**src/rtl/bfp_group_accumulator.sv**
```systemverilog
// Serial group accumulator feeding the BFP-to-FP32 converter: sums GRPSIZE signed products and
// emits sign/magnitude/biased exponent. Optional exponent consistency flag under BFP_EXP_CHECK_EN.
module bfp_group_accumulator #(
  parameter int unsigned GRPSIZE       = 16,
  parameter int unsigned BFPEXPSIZE    = 8,
  parameter int unsigned BFPMANSIZE    = 4,
  parameter int unsigned MULBFPMANSIZE = (BFPMANSIZE - 1) * 2,
  parameter int unsigned LEVELS        = $clog2(GRPSIZE)
) (
  input  logic                            i_clk,
  input  logic                            i_rst_n,
  input  logic                            i_valid,
  output logic                            o_ready,
  input  logic                            i_sign,
  input  logic [MULBFPMANSIZE-1:0]        i_man,
  input  logic [BFPEXPSIZE-1:0]           i_exp_a,
  input  logic [BFPEXPSIZE-1:0]           i_exp_b,
  output logic                            o_valid,
  input  logic                            i_ready,
  output logic                            o_sign,
  output logic [BFPEXPSIZE:0]             o_exp,
`ifdef BFP_EXP_CHECK_EN
  output logic                            o_exp_err,
`endif
  output logic [MULBFPMANSIZE+LEVELS-1:0] o_man
);

  localparam int unsigned AccW = MULBFPMANSIZE + LEVELS + 1;
  localparam int unsigned OutW = MULBFPMANSIZE + LEVELS;
  localparam int unsigned CntW = LEVELS + 1;
  localparam int unsigned ExpW = BFPEXPSIZE + 1;
  localparam int unsigned SumW = BFPEXPSIZE + 2;
  localparam int unsigned Bias = 2 ** (BFPEXPSIZE - 1) - 1;

  typedef enum logic {StAccum, StHold} state_e;

  state_e                state_q;
  logic signed [AccW-1:0] acc_q;
  logic [CntW-1:0]       cnt_q;
  logic [ExpW-1:0]       exp_q;

  logic                  xfer, first, last;
  logic signed [AccW-1:0] prod, sum;
  logic [OutW-1:0]       abs_sum;
  logic [SumW-1:0]       e_raw;
  logic [ExpW-1:0]       e_sat;

  assign xfer  = i_valid & o_ready;
  assign first = (cnt_q == '0);
  assign last  = (cnt_q == CntW'(GRPSIZE - 1));

  always_comb begin
    prod    = $signed(AccW'(i_man));
    prod    = i_sign ? -prod : prod;
    // First product of a group loads rather than adds, so no clear cycle is needed.
    sum     = first ? prod : acc_q + prod;
    abs_sum = OutW'(sum[AccW-1] ? -sum : sum);
    // SumW-bit signed range tops out at 2^ExpW-1, so only the low clamp is reachable.
    e_raw   = SumW'(i_exp_a) + SumW'(i_exp_b) - SumW'(Bias);
    e_sat   = e_raw[SumW-1] ? '0 : e_raw[ExpW-1:0];
  end

`ifdef BFP_EXP_CHECK_EN
  logic [BFPEXPSIZE-1:0] exp_a_q, exp_b_q;
  logic                  err_q, mismatch;
  assign mismatch = ~first & ({i_exp_a, i_exp_b} != {exp_a_q, exp_b_q});
`endif

  always_ff @(posedge i_clk) begin
    if (!i_rst_n) begin
      state_q   <= StAccum;
      acc_q     <= '0;
      cnt_q     <= '0;
      exp_q     <= '0;
      o_ready   <= 1'b1;
      o_valid   <= 1'b0;
      o_sign    <= 1'b0;
      o_man     <= '0;
      o_exp     <= '0;
`ifdef BFP_EXP_CHECK_EN
      exp_a_q   <= '0;
      exp_b_q   <= '0;
      err_q     <= 1'b0;
      o_exp_err <= 1'b0;
`endif
    end else begin
      unique case (state_q)
        StAccum: begin
          if (xfer) begin
            acc_q <= sum;
            cnt_q <= cnt_q + CntW'(1);
            if (first) exp_q <= e_sat;
`ifdef BFP_EXP_CHECK_EN
            if (first) begin
              exp_a_q <= i_exp_a;
              exp_b_q <= i_exp_b;
              err_q   <= 1'b0;
            end else begin
              err_q <= err_q | mismatch;
            end
`endif
            if (last) begin
              state_q   <= StHold;
              o_ready   <= 1'b0;
              o_valid   <= 1'b1;
              o_sign    <= sum[AccW-1];
              o_man     <= abs_sum;
              o_exp     <= exp_q;
`ifdef BFP_EXP_CHECK_EN
              o_exp_err <= err_q | mismatch;
`endif
            end
          end
        end
        StHold: begin
          if (i_ready) begin
            state_q   <= StAccum;
            o_ready   <= 1'b1;
            o_valid   <= 1'b0;
            cnt_q     <= '0;
`ifdef BFP_EXP_CHECK_EN
            err_q     <= 1'b0;
            o_exp_err <= 1'b0;
`endif
          end
        end
        default: state_q <= StAccum;
      endcase
    end
  end

endmodule

```
**config.mk**
```make
export PLATFORM = sky130hd
export DESIGN_NAME = bfp_group_accumulator
export DESIGN_NICKNAME = d
export VERILOG_FILES = /design/src/rtl/bfp_group_accumulator.sv
export SDC_FILE = /design/constraint.sdc
export NUM_CORES = 1
export LEC_CHECK = 0
export ABC_AREA = 1
export BUFFER_PORTS_ARGS = -buffer_cell sky130_fd_sc_hd__clkbuf_2
export CAP_MARGIN = 40
export CORE_MARGIN = 8
export CORE_UTILIZATION = 52
export CTS_CLUSTER_SIZE = 16
export DETAILED_ROUTE_END_ITERATION = 8
export HOLD_SLACK_MARGIN = 0.05
export PLACE_DENSITY = 0.8
export SYNTH_ARGS = -nofsm -noshare
export SYNTH_HDL_FRONTEND = slang
export SYNTH_SLANG_ARGS = --single-unit
```
**constraint.sdc**
```tcl
create_clock -name i_clk -period 2.69 [get_ports i_clk]
set_input_delay 0.4035 -clock i_clk [delete_from_list [all_inputs] [get_ports i_clk]]
set_output_delay 0.4035 -clock i_clk [all_outputs]
set_load 0.05 [all_outputs]
```
# After elaboration in Yosys (flattened, before gate mapping)
# Index checks and enable logic that the tools add are counted.
[word_totals] output_inout_bits=22 in_bits=27 ff_bits=48 wordCells=46
[op_classes] addsub=6 muxes=19 bitwise=2 n_eq_ne=4 n_reduce_logical=6
[ops] op="11-bit two-way mux" n=2
[ops] op="11-bit adder" n=1
[ops] op="6-bit negation with 11-bit output" n=1
[ops] op="10-bit two-way mux" n=1
[ops] op="5-bit two-way mux" n=2
[ops] op="10-bit negation" n=1
[ops] op="5-bit case mux with 2 select lines" n=1
[ops] op="9-bit by 7-bit subtractor with 10-bit output (second input constant)" n=1
[ops] op="8-bit by 8-bit adder with 9-bit output" n=1
[ops] op="1-bit two-way mux" n=9
[ops] op="9-bit two-way mux" n=1
[ops] op="3-bit AND reduction" n=3
[ops] op="2-bit inequality test (second input constant)" n=3
[ops] op="1-bit case mux with 2 select lines" n=3
[ops] op="5-bit by 1-bit adder with 5-bit output (second input constant)" n=1
[ops] op="5-bit by 4-bit equality test with 1-bit output (second input constant)" n=1
[ops] op="5-bit logical NOT" n=1
[ops] op="2-bit AND reduction" n=2
[ops] op="1-bit AND" n=1
[ops] op="1-bit inverter" n=1

# Logic depth before layout (Yosys ltp)
# Gate-level depths: netlist of the first run.
[depth] ltp_word=6 mapped_depth=22 depth_no_buf=22

# Worst setup path before layout of the first run
# OpenSTA, ideal clock, no wires.
[synth_path] kind="in2reg" from="input i_man[0]" to="register o_man[2]" setup_ns=0.113 t_arrival_ns=2.475 cell_stages=18 path_slack_ns=0.102 n_path_buf=1 required_time_ns=2.577 path_cell_list="inv_1 > ha_1 > o21ai_2 > inv_1 > fa_1 > nand2_1 > nand2_1 > nand3_2 > nand2_1 > nand2_1 > nand2_1 > nand2_2 > nand2_2 > a21oi_4 > buf_6 > o21ai_1 > o21ai_1 > inv_1"
[synth_via] elab_chain_len=6
[synth_lines] element="start, declared" line_no="15" source="input logic [MULBFPMANSIZE-1:0] i_man,"
[synth_lines] element="6-bit negation with 11-bit output" line_no="54" source="prod = i_sign ? -prod : prod;"
[synth_lines] element="11-bit two-way mux *" line_no="54"
[synth_lines] element="11-bit adder" line_no="56" source="sum = first ? prod : acc_q + prod;"
[synth_lines] element="11-bit two-way mux *" line_no="56"
[synth_lines] element="10-bit negation" line_no="57" source="abs_sum = OutW'(sum[AccW-1] ? -sum : sum);"
[synth_lines] element="10-bit two-way mux *" line_no="57"
[synth_lines] element="end signal, assigned" line_no="107" source="o_man <= abs_sum;"
[synth_lines] element="end, declared" line_no="25" source="output logic [MULBFPMANSIZE+LEVELS-1:0] o_man"
# Mark *: on every way between the ends. The rest lies on a longest branch, timed or not.
# A chain may end at the register's enable or synchronous reset.

# Final worst setup path of the first run
[layout_path] from="input i_man[0]" to="register o_man[9]"
# The elaborated chain is that of the path after synthesis.

==> results of run 1 <==
==> sequential cells by signal, summed over array words and instances, names as in the netlist <==
signal	flops
o_sign	1
acc_q	11
o_valid	1
o_exp	9
exp_q	9
o_ready	1
state_q	1
o_man	10
cnt_q	5
==> cell families (layout without fill, tap and decap cells) <==
kind of cell | Yosys count | after routing | synth area share, %
flip-flops | 48 | 48 | 28.0
AND/OR/NAND/NOR | 249 | 249 | 32.3
AO/OA/AOI/OAI | 82 | 82 | 14.7
XOR/XNOR | 6 | 6 | 1.53
buffers and inverters | 96 | 171 | 11.4
adder cells (fa/ha/maj) | 32 | 32 | 12.1
==> final timing paths <==
| check | start | end | slack [ns] |
|---|---|---|---|
| min | i_ready | o_valid | 0.41 |
| min reg2reg | exp_q[7] | exp_q[7] | 0.47 |
| max reg2reg | acc_q[0] | o_man[9] | 0.47 |
| max | i_man[0] | o_man[9] | 0.21 |
==> worst reg2reg max path: stages (launching register included) <==
cell	delay [ns]
dfxtp_1	0.33
ha_1	0.21
fa_2	0.36
or2_2	0.31
nand3_1	0.11
nand2_1	0.11
nor2_4	0.11
nand2_2	0.07
nor2_4	0.14
nand3_2	0.11
nand3_1	0.07
nand2_1	0.05
nor2_1	0.11
nor2_1	0.04
==> stage by stage <==
stage          setup slack, ns  total power [W]
5_1_grt                 0.0107          0.00219
3_5_place_dp            -0.138          0.00150
4_1_cts                  0.183          0.00205
2_1_floorplan            0.102          0.00130
6_report                 0.212          0.00206
3_3_place_gp           -0.0671          0.00148
==> cells in the final DEF (no fill, tap or decap), types with 2 or more instances in the layout <==
master and instances:
inv_1 71, buf_6 2, nand2_1 114, xnor2_1 3, nand2_2 17, buf_4 30
a21oi_2 2, a2bb2oi_1 2, o21ai_0 23, nand3_1 35, xor2_1 3, nor2_1 59
o211ai_1 11, nor2_2 6, clkbuf_2 48, nor2_4 2, nor3_1 3, clkbuf_8 6
nand3_2 5, o21ai_1 6, dfxtp_1 48, ha_1 30, inv_2 9, a21oi_1 28
or2_2 2
==> what timing repair did <==
item,4_1_cts,5_1_grt
hold endpoints to repair,0,0
buffers inserted,0,1
gates resized for setup,0,11
endpoints found under the setup margin,0,9
==> power by group through the flow <==
| stage | registers (W) | clock network, W | logic [W] |
|---|---|---|---|
| global placement | 0.000780 | 0 | 0.000700 |
| detailed placement | 0.000781 | 0 | 0.000722 |
| CTS | 0.000765 | 0.000559 | 0.000726 |
| global route | 0.000769 | 0.000582 | 0.000840 |
| floorplan | 0.000774 | 0 | 0.000524 |
| finish | 0.000765 | 0.000549 | 0.000746 |
==> routing by layer <==
metal | wire length, um | GRT usage, % | vias up
met4 | 182 | 5.24 | 0
met5 | 0 | 0 | -
met2 | 3840 | 29.7 | 58
met3 | 249 | 3.98 | 17
li1 | - | - | 1787
met1 | 3500 | 17.5 | 1523
==> cell type report <==
| type | count | area share (%) |
|---|---|---|
| Multi-Input combinational cell | 369 | 51.5 |
| Timing Repair Buffer | 80 | 11.9 |
| Tap cell | 77 | 2.36 |
| Sequential cell | 48 | 23.5 |
| Inverter | 83 | 7.72 |
| Clock inverter | 2 | 0.949 |
| Clock buffer | 6 | 2.02 |
==> out/results.ini, run 1 <==
[synthesis]
synthArstFlopShare_pct = 0
synthMostInstantiatedCell = nand2_1
syn_inst = 513
synth.avg_cell_area_sq_um = 6.69
synth_area_sq_um = 3430
synth_ff_type = dfxtp_1
synth_commonest_cells = nand2_1, inv_1, nor2_1
synth_nets = 572
synth_seq_cells = 48
synth_top_area_cell = dfxtp_1
synth.top_cell.area_share_pct = 28.0
netlist_top_cells_area = dfxtp_1, nand2_1, ha_1
ys_warn_count = 0
synth_cell_types = 43
synth_enable_flop_cells = 0
ys_seq_area_share_pct = 28.0

[floorplan]
initial_core_util_pct = 54.0
coreArea_sq_um = 6350
die_h_um = 97.2
num_rows = 29
die_w_um = 97.2
dieArea_sq_um = 9450
io_pins = 49

[sta]
fin_crit_ns = 2.48
drv_slew = 0
hold_viol_final = 0
fin_crit_sh_pct = 92.1
setup_viol = 0
holdWs_ns = 0.411
finClkSkew_ns = 0.0115
tns_ns = 0
slew_headroom_pct = 55.1
fmax_mhz = 404
worst-slew-pin-transition_ns = 0.673
rsz0062_at_grt = no

[worst_setup_path]
required_ns = 2.89
cp_num_cells = 17
cpMaxStageDelayCell = fa_2
worstPathBufferInverterCount = 3
critPathArrivalTime_ns = 2.68
slowest_delay_ns = 0.38
worst-path-max-fanout = 3
r2r_cells = 13
start_kind = input port
path_delay_family = simple AND/OR/NAND/NOR gates
crit_type = in2reg
cp-end-kind = register
cp_cell_sequence = clkbuf_2 > inv_1 > ha_1 > o21ai_2 > inv_1 > fa_2 > or2_2 > nand3_1 > nand2_1 > nor2_4 > nand2_2 > nor2_4 > nand3_2 > nand3_1 > nand2_1 > nor2_1 > nor2_1

[placement]
placed_area_sq_um = 3920
hpwlAfterDp_mm = 6.21
io_buffers = 48
place_congestion = 0.865
place_inst = 656

[routing]
postRouteAntennaNets = 0
firstDrtPassIters = 6
drc = 0
first_iter_violations = 152
vias = 3385
wl_mm = 7.77
wl_per_cell_um = 11.7
viasPerCell = 5.09

[global_routing]
antenna_found_initial = 0
grt.total_usage_pct = 16.1
grt_max_degree = 31
grt_remaining_overflow = 0
grt_pass1_wl_mm = 13.4
grt_pass1_vias = 3331

[pwr]
pwr-share-seq_pct = 37.1
p_sw_w = 0.000698
power_density_nw_per_um2 = 504
internal-power_w = 0.00136
clkPwrFrac_pct = 26.7
peakVddDrop_v = 0.000309
p_comb_share_pct = 36.2
power_leakage_nw = 2.19
p_sw_share_pct = 33.9

[finish]
drive_above_1_share_pct = 24.0
final_util_pct = 64.3
fill_cells = 540
area_delta_synth_final_pct = 19.1
antenna-diode-count = 0
layout.nets = 646
seqCellArea_sq_um = 961
fin_area_sq_um = 4090
multiInputGateArea_sq_um = 2100
final_cell_count_no_fill = 665

[cts]
postCtsHoldBufs = 0
cts_tree = done
clock_latency_ns = 0.30
clock_path_buffers = 2
cts_buffers = 5
path_clk_slew_ns = 0.09
cts_root_buf = clkbuf_8
clock-sinks = 48
ctsHtreeMaxLevel = 2

[min_path]
worst_hold_path.num_cells = 4
hold_path.class = in2reg

[run_status]
status = complete, no violations

[job]
cap_violations = 0

Note: power is estimated with default switching activity, not from simulation.
==> inputs of run 2 (changes only) <==
--- a/config.mk
+++ b/config.mk
@@ -5,7 +5,6 @@
 export SDC_FILE = /design/constraint.sdc
 export NUM_CORES = 1
 export LEC_CHECK = 0
-export ABC_AREA = 1
 export BUFFER_PORTS_ARGS = -buffer_cell sky130_fd_sc_hd__clkbuf_2
 export CAP_MARGIN = 40
 export CORE_MARGIN = 8
@@ -13,7 +12,8 @@
 export CTS_CLUSTER_SIZE = 16
 export DETAILED_ROUTE_END_ITERATION = 8
 export HOLD_SLACK_MARGIN = 0.05
-export PLACE_DENSITY = 0.8
+export PLACE_DENSITY = 0.81
 export SYNTH_ARGS = -nofsm -noshare
 export SYNTH_HDL_FRONTEND = slang
 export SYNTH_SLANG_ARGS = --single-unit
+export TNS_END_PERCENT = 10
==> run 2 against run 1 <==
The run now ends with setup timing left; maximum frequency shrank 18%; global-route usage increased by 5.9 points; sequential share of layout area down 1.4 points; routed wire length is 25% higher; clock-buffer cell count is the same; first-iteration DRC count increased by 17%; sequential power down 0.7%; critical endpoint is now o_man[8]; highest routed layer unchanged.
==> out/results.ini, run 2 <==
[finish]
fill_cells = 496
top_register = acc_q
drive_above_1_share_pct = 28.1
seqCellArea_sq_um = 961
antenna-diode-count = 0
layout.nets = 595
final_cell_count_no_fill = 614
area_delta_synth_final_pct = 31.6
final_common_cell = buf_4
largest_reg_flops = 11
final_cell_mix = buf_4, nand2_1, dfxtp_1
top_regs = acc_q (11), o_man (10)
multiInputGateArea_sq_um = 2260

[synthesis]
synth_commonest_cells = nand2_1, dfxtp_1, a21oi_1
synthXorXnorAreaFrac_pct = 2.12
syn_inst = 427
synthMostInstantiatedCell = nand2_1
synth_seq_cells = 48
synth_top_area_cell = dfxtp_1
ys_seq_area_share_pct = 29.1
synth_ff_type = dfxtp_1
synth_nets = 486
synth_cell_types = 61
synth_top_family_by_area = compound AO/OA/AOI/OAI gates
netlist_top_cells_area = dfxtp_1, ha_1, a21oi_1
synth_enable_flop_cells = 0
synthAdderAreaFrac_pct = 12.6
synth_mux_area_share_pct = 1.90
synth.avg_cell_area_sq_um = 7.73
synth.top_cell.area_share_pct = 29.1
synthArstFlopShare_pct = 0
synth-compound-area-share_pct = 25.0
synth_area_sq_um = 3300
ys_warn_count = 0
synthSimpleGateAreaFrac_pct = 24.0

[min_path]
worst_hold_path.num_cells = 3
hold_path.class = in2reg
whs_endpoint = state_q
hold_start = i_ready

[sta]
fin_crit_sh_pct = 112
slew_headroom_pct = 64.4
tns_ns = -2.86
timing.final.ws_setup_ns = -0.336
drv_slew = 0
worst-slew-pin-transition_ns = 0.533
fmax_mhz = 331
rsz0062_at_grt = yes
finClkSkew_ns = 0.00339
fin_crit_ns = 3.03
setup_viol = 12
holdWs_ns = 0.406
hold_viol_final = 0

[floorplan]
num_rows = 29
coreArea_sq_um = 6240
die_w_um = 95.7
die_h_um = 95.7
initial_core_util_pct = 52.9
io_pins = 49
dieArea_sq_um = 9150

[global_routing]
grt_max_degree = 39
grt_pass1_wl_mm = 16.2
grt_remaining_overflow = 0
grt.total_usage_pct = 22.0
antenna_found_initial = 0
grt_pass1_vias = 3631

[placement]
io_buffers = 48
hpwlAfterDp_mm = 7.28
place_congestion = 0.908
place_inst = 601

[cts]
ctsHtreeMaxLevel = 2
cts_buffers = 5
clock-sinks = 48
clock_latency_ns = 0.31
cts_root_buf = clkbuf_8
cts_tree = done
path_clk_slew_ns = 0.09
clock_path_buffers = 2

[routing]
firstDrtPassIters = 5
wl_per_cell_um = 15.8
wl_mm = 9.68
viasPerCell = 5.82
postRouteAntennaNets = 0
vias = 3571
first_iter_violations = 178
drc = 0

[worst_setup_path]
cp-end-kind = register
r2r_end = o_man[2]
required_ns = 2.93
crit_type = in2reg
r2r-start = acc_q[0]
r2r_setup_slack_ns = -0.13
start_kind = input port
r2r_cells = 10
worst-path-max-fanout = 6
critPathArrivalTime_ns = 3.26

[pwr]
power_leakage_nw = 2.01
power_density_nw_per_um2 = 462
peakVddDrop_v = 0.000306
p_total_w = 0.00201

[run_status]
status = finished, violations left
violations = setup timing

[job]
cap_violations = 0

## run 2: report_power, final
group          total (W)  internal (W)  leakage (nW)  switching, W
registers       0.000760      0.000741         0.391     0.0000190
logic           0.000798      0.000385          1.58      0.000413
clock network   0.000449      0.000186        0.0414      0.000263
total            0.00201       0.00131          2.01      0.000695
## run 2: layout make-up
cell class              instances  share of cell area, %
clock inverters                 2                  0.375
clock buffers                   6                   1.67
well taps                      77                   2.22
inverters                      26                   2.54
repair buffers                122                   18.9
multi-input cells             333                   52.1
flip-flops and latches         48                   22.1
## run 2: routing by layer
metal / routed length (um) / vias to the layer above / GRT usage (%) / part of all wire, %
met4: 232 / 0 / 9.35 / 2.4
met1: 4140 / 1658 / 26.9 / 43
met2: 4710 / 134 / 37.1 / 49
met3: 599 / 21 / 3.78 / 6.2
li1: - / 1758 / - / -
met5: 0 / - / 0 / 0
## run 2: kinds of logic after synthesis
group / after synthesis
AO/OA/AOI/OAI: 127
multiplexers: 6
adder cells (fa/ha/maj): 32
flip-flops: 48
XOR/XNOR: 8
buffers and inverters: 46
AND/OR/NAND/NOR: 160
## run 2: timing repair
item | 4_1_cts | 5_1_grt
cloned | 0 | 0
gates resized for setup | 8 | 9
setup endpoints to repair | 12 | 14
pin swaps | 9 | 7
buffers inserted | 5 | 0
hold buffers | 0 | 0
## run 2: stage by stage
step                      setup WS, ns  utilization, %  area [sq um]
after floorplan                 -0.332               -          3360
after global placement          -0.647            66.3          4140
after detailed placement        -0.721            66.3          4140
after CTS                       -0.308            69.0          4310
after global routing            -0.490            69.6          4340
final                           -0.336            69.6          4340
## run 2: how the worst max path moves through the flow
stage          startpoint        to  slack [ns]  cells past startpoint
3_3_place_gp     i_man[1]  o_man[6]       -0.65                     12
2_1_floorplan    i_man[1]  o_man[6]       -0.33                     11
4_1_cts          i_man[1]  o_man[6]       -0.31                     13
3_5_place_dp     i_man[1]  o_man[6]       -0.72                     13
5_1_grt          i_man[1]  o_man[6]       -0.49                     13
6_report         i_man[1]  o_man[8]       -0.34                     15
## run 2: worst max-delay path, cell delays in order
cell and delay [ns]:
clkbuf_16 0.12, inv_12 0.03, ha_4 0.15, nor3b_1 0.13
o211ai_1 0.32, ha_1 0.34, buf_4 0.14, buf_4 0.14
o21a_1 0.13, a2111oi_2 0.36, a2111o_1 0.21, and2_1 0.21
nor2_1 0.08, a2111o_1 0.41, o211ai_1 0.09
==> inputs of run 3 (changes only) <==
==> constraint.sdc (replaced) <==
create_clock -name i_clk -period 2.4 [get_ports i_clk]
set_input_delay 0.36 -clock i_clk [delete_from_list [all_inputs] [get_ports i_clk]]
set_output_delay 0.36 -clock i_clk [all_outputs]
set_load 0.05 [all_outputs]
==> run 3 against run 2 <==
The flow still finishes with violations (setup timing); register-to-register slack worse by 0.33 ns; sequential cell count unchanged; largest cell class unchanged; power rose by 13%; global-route usage is 0.90 points lower; core utilization grew 2.4 points; worst setup slack got worse by 0.26 ns; cell count up 1.1%; sequential share of layout area down 0.73 points; hold slack worse by 0.032 ns.
==> out/results.ini, run 3 (synthesized netlist as in run 2, its figures left out) <==
[run_status]
status = finished, violations left
violations = setup timing

[finish]
largest_reg_flops = 11
seqCellArea_sq_um = 961
antenna-diode-count = 0
fin_area_sq_um = 4490
final_common_cell = buf_4
area_delta_synth_final_pct = 36.1
top_regs = acc_q (11), o_man (10)
layout.nets = 603
drive_above_1_share_pct = 31.4
top_register = acc_q
final_cell_mix = buf_4, nand2_1, dfxtp_1
multiInputGateArea_sq_um = 2360
fill_cells = 481

[pwr]
pwr-share-seq_pct = 37.4
p_sw_w = 0.000780
internal-power_w = 0.00149
clkPwrFrac_pct = 21.1
peakVddDrop_v = 0.000312
p_sw_share_pct = 34.3
p_comb_share_pct = 41.5
power_leakage_nw = 2.07
power_density_nw_per_um2 = 506

[sta]
hold_viol_final = 0
worst-slew-pin-transition_ns = 0.657
finClkSkew_ns = 0.00488
timing.final.ws_setup_ns = -0.599
drv_slew = 0
slew_headroom_pct = 56.0
rsz0062_at_grt = yes
tns_ns = -6.12
fmax_mhz = 333
fin_crit_sh_pct = 125
fin_crit_ns = 3.00
setup_viol = 15

[cts]
clock_path_buffers = 2
cts_buffers = 5
clock-sinks = 48
path_clk_slew_ns = 0.09
ctsHtreeMaxLevel = 2
cts_tree = done
clock_latency_ns = 0.30
cts_root_buf = clkbuf_8

[worst_setup_path]
path_delay_family = compound AO/OA/AOI/OAI gates
crit_type = in2reg
required_ns = 2.60
worst-path-max-fanout = 7
worstPathBufferInverterCount = 4
cpMaxStageDelayCell = mux2i_4
cp_cell_sequence = clkbuf_16 > inv_12 > ha_4 > nor3b_2 > o211ai_1 > ha_1 > and3_1 > a221o_1 > o221ai_2 > mux2i_4 > xnor2_4 > buf_6 > buf_4 > o311ai_1
critPathArrivalTime_ns = 3.20
cp-end-kind = register
start_kind = input port
slowest_delay_ns = 0.35

[global_routing]
grt.total_usage_pct = 21.1
grt_pass1_vias = 3583
grt_pass1_wl_mm = 15.8
grt_remaining_overflow = 0
grt_max_degree = 39
antenna_found_initial = 0

[placement]
io_buffers = 48
place_congestion = 0.892
hpwlAfterDp_mm = 7.25
place_ws_ns = -1.01
placed_area_sq_um = 4210

[floorplan]
die_h_um = 95.7
io_pins = 49
coreArea_sq_um = 6240
initial_core_util_pct = 52.9
dieArea_sq_um = 9150
num_rows = 29
die_w_um = 95.7

[routing]
vias = 3605
drc = 0
first_iter_violations = 172
postRouteAntennaNets = 0
firstDrtPassIters = 4
wl_met3_um = 442
wl_per_cell_um = 15.3
wl_met2_mm = 4.70
met1_length_mm = 4.23
routed.top_layer = met4
viasPerCell = 5.81
wl_mm = 9.47

[min_path]
hold_path.class = in2reg

[job]
cap_violations = 0

==> run 3: worst paths after layout <==
| check | endpoint | cells past startpoint | slack, ns | start |
|---|---|---|---|---|
| worst max-delay path | o_man[9] | 14 | -0.60 | i_man[1] |
| worst min-delay path | state_q | 3 | 0.37 | i_ready |
| worst max register to register | o_man[9] | 10 | -0.46 | acc_q[0] |
| worst min register to register | o_exp[5] | 2 | 0.46 | o_exp[5] |
==> run 3: cell type report <==
cell class	count	area share [%]
clock buffer	5	1.53
multi-input combinational	333	52.5
inverter	26	2.45
clock inverter	2	0.279
timing repair buffer	130	19.7
sequential	48	21.4
tap	77	2.15
==> run 3: per-layer routing <==
metal / GRT usage (%) / vias up
li1: - / 1783
met1: 25.9 / 1716
met5: 0 / -
met4: 6.15 / 0
met3: 2.83 / 9
met2: 37.3 / 97
==> run 3: worst register-to-register path: stages (launching register included) <==
cell      delay, ns
dfxtp_1        0.33
ha_1           0.22
fa_2           0.40
a21o_1         0.19
a221o_1        0.36
o221ai_2       0.23
mux2i_4        0.35
xnor2_4        0.14
buf_6          0.14
buf_4          0.13
o311ai_1       0.28
==> run 3: repair_timing <==
item,CTS,global route
gates resized for setup,14,23
hold buffers,0,0
setup endpoints to repair,16,24
pin swaps,13,17
setup buffers,2,1
==> run 3: metrics by stage <==
stage | utilization, % | total power [W] | hold WS [ns] | std cells
after CTS | 70.1 | 0.00222 | 0.373 | 620
after floorplan | - | 0.00136 | 0.432 | 427
after global placement | 67.5 | 0.00170 | 0.437 | 611
final | 72.0 | 0.00227 | 0.374 | 621
after global routing | 72.0 | 0.00240 | 0.389 | 621
after detailed placement | 67.5 | 0.00172 | 0.447 | 611
==> run 3: power groups by stage <==
| stage | registers (W) | clock network [W] | logic [W] |
|---|---|---|---|
| 3_5_place_dp | 0.000869 | 0 | 0.000852 |
| 3_3_place_gp | 0.000869 | 0 | 0.000830 |
| 6_report | 0.000851 | 0.000480 | 0.000942 |
| 2_1_floorplan | 0.000865 | 0 | 0.000492 |
| 4_1_cts | 0.000851 | 0.000483 | 0.000887 |
| 5_1_grt | 0.000855 | 0.000513 | 0.00103 |
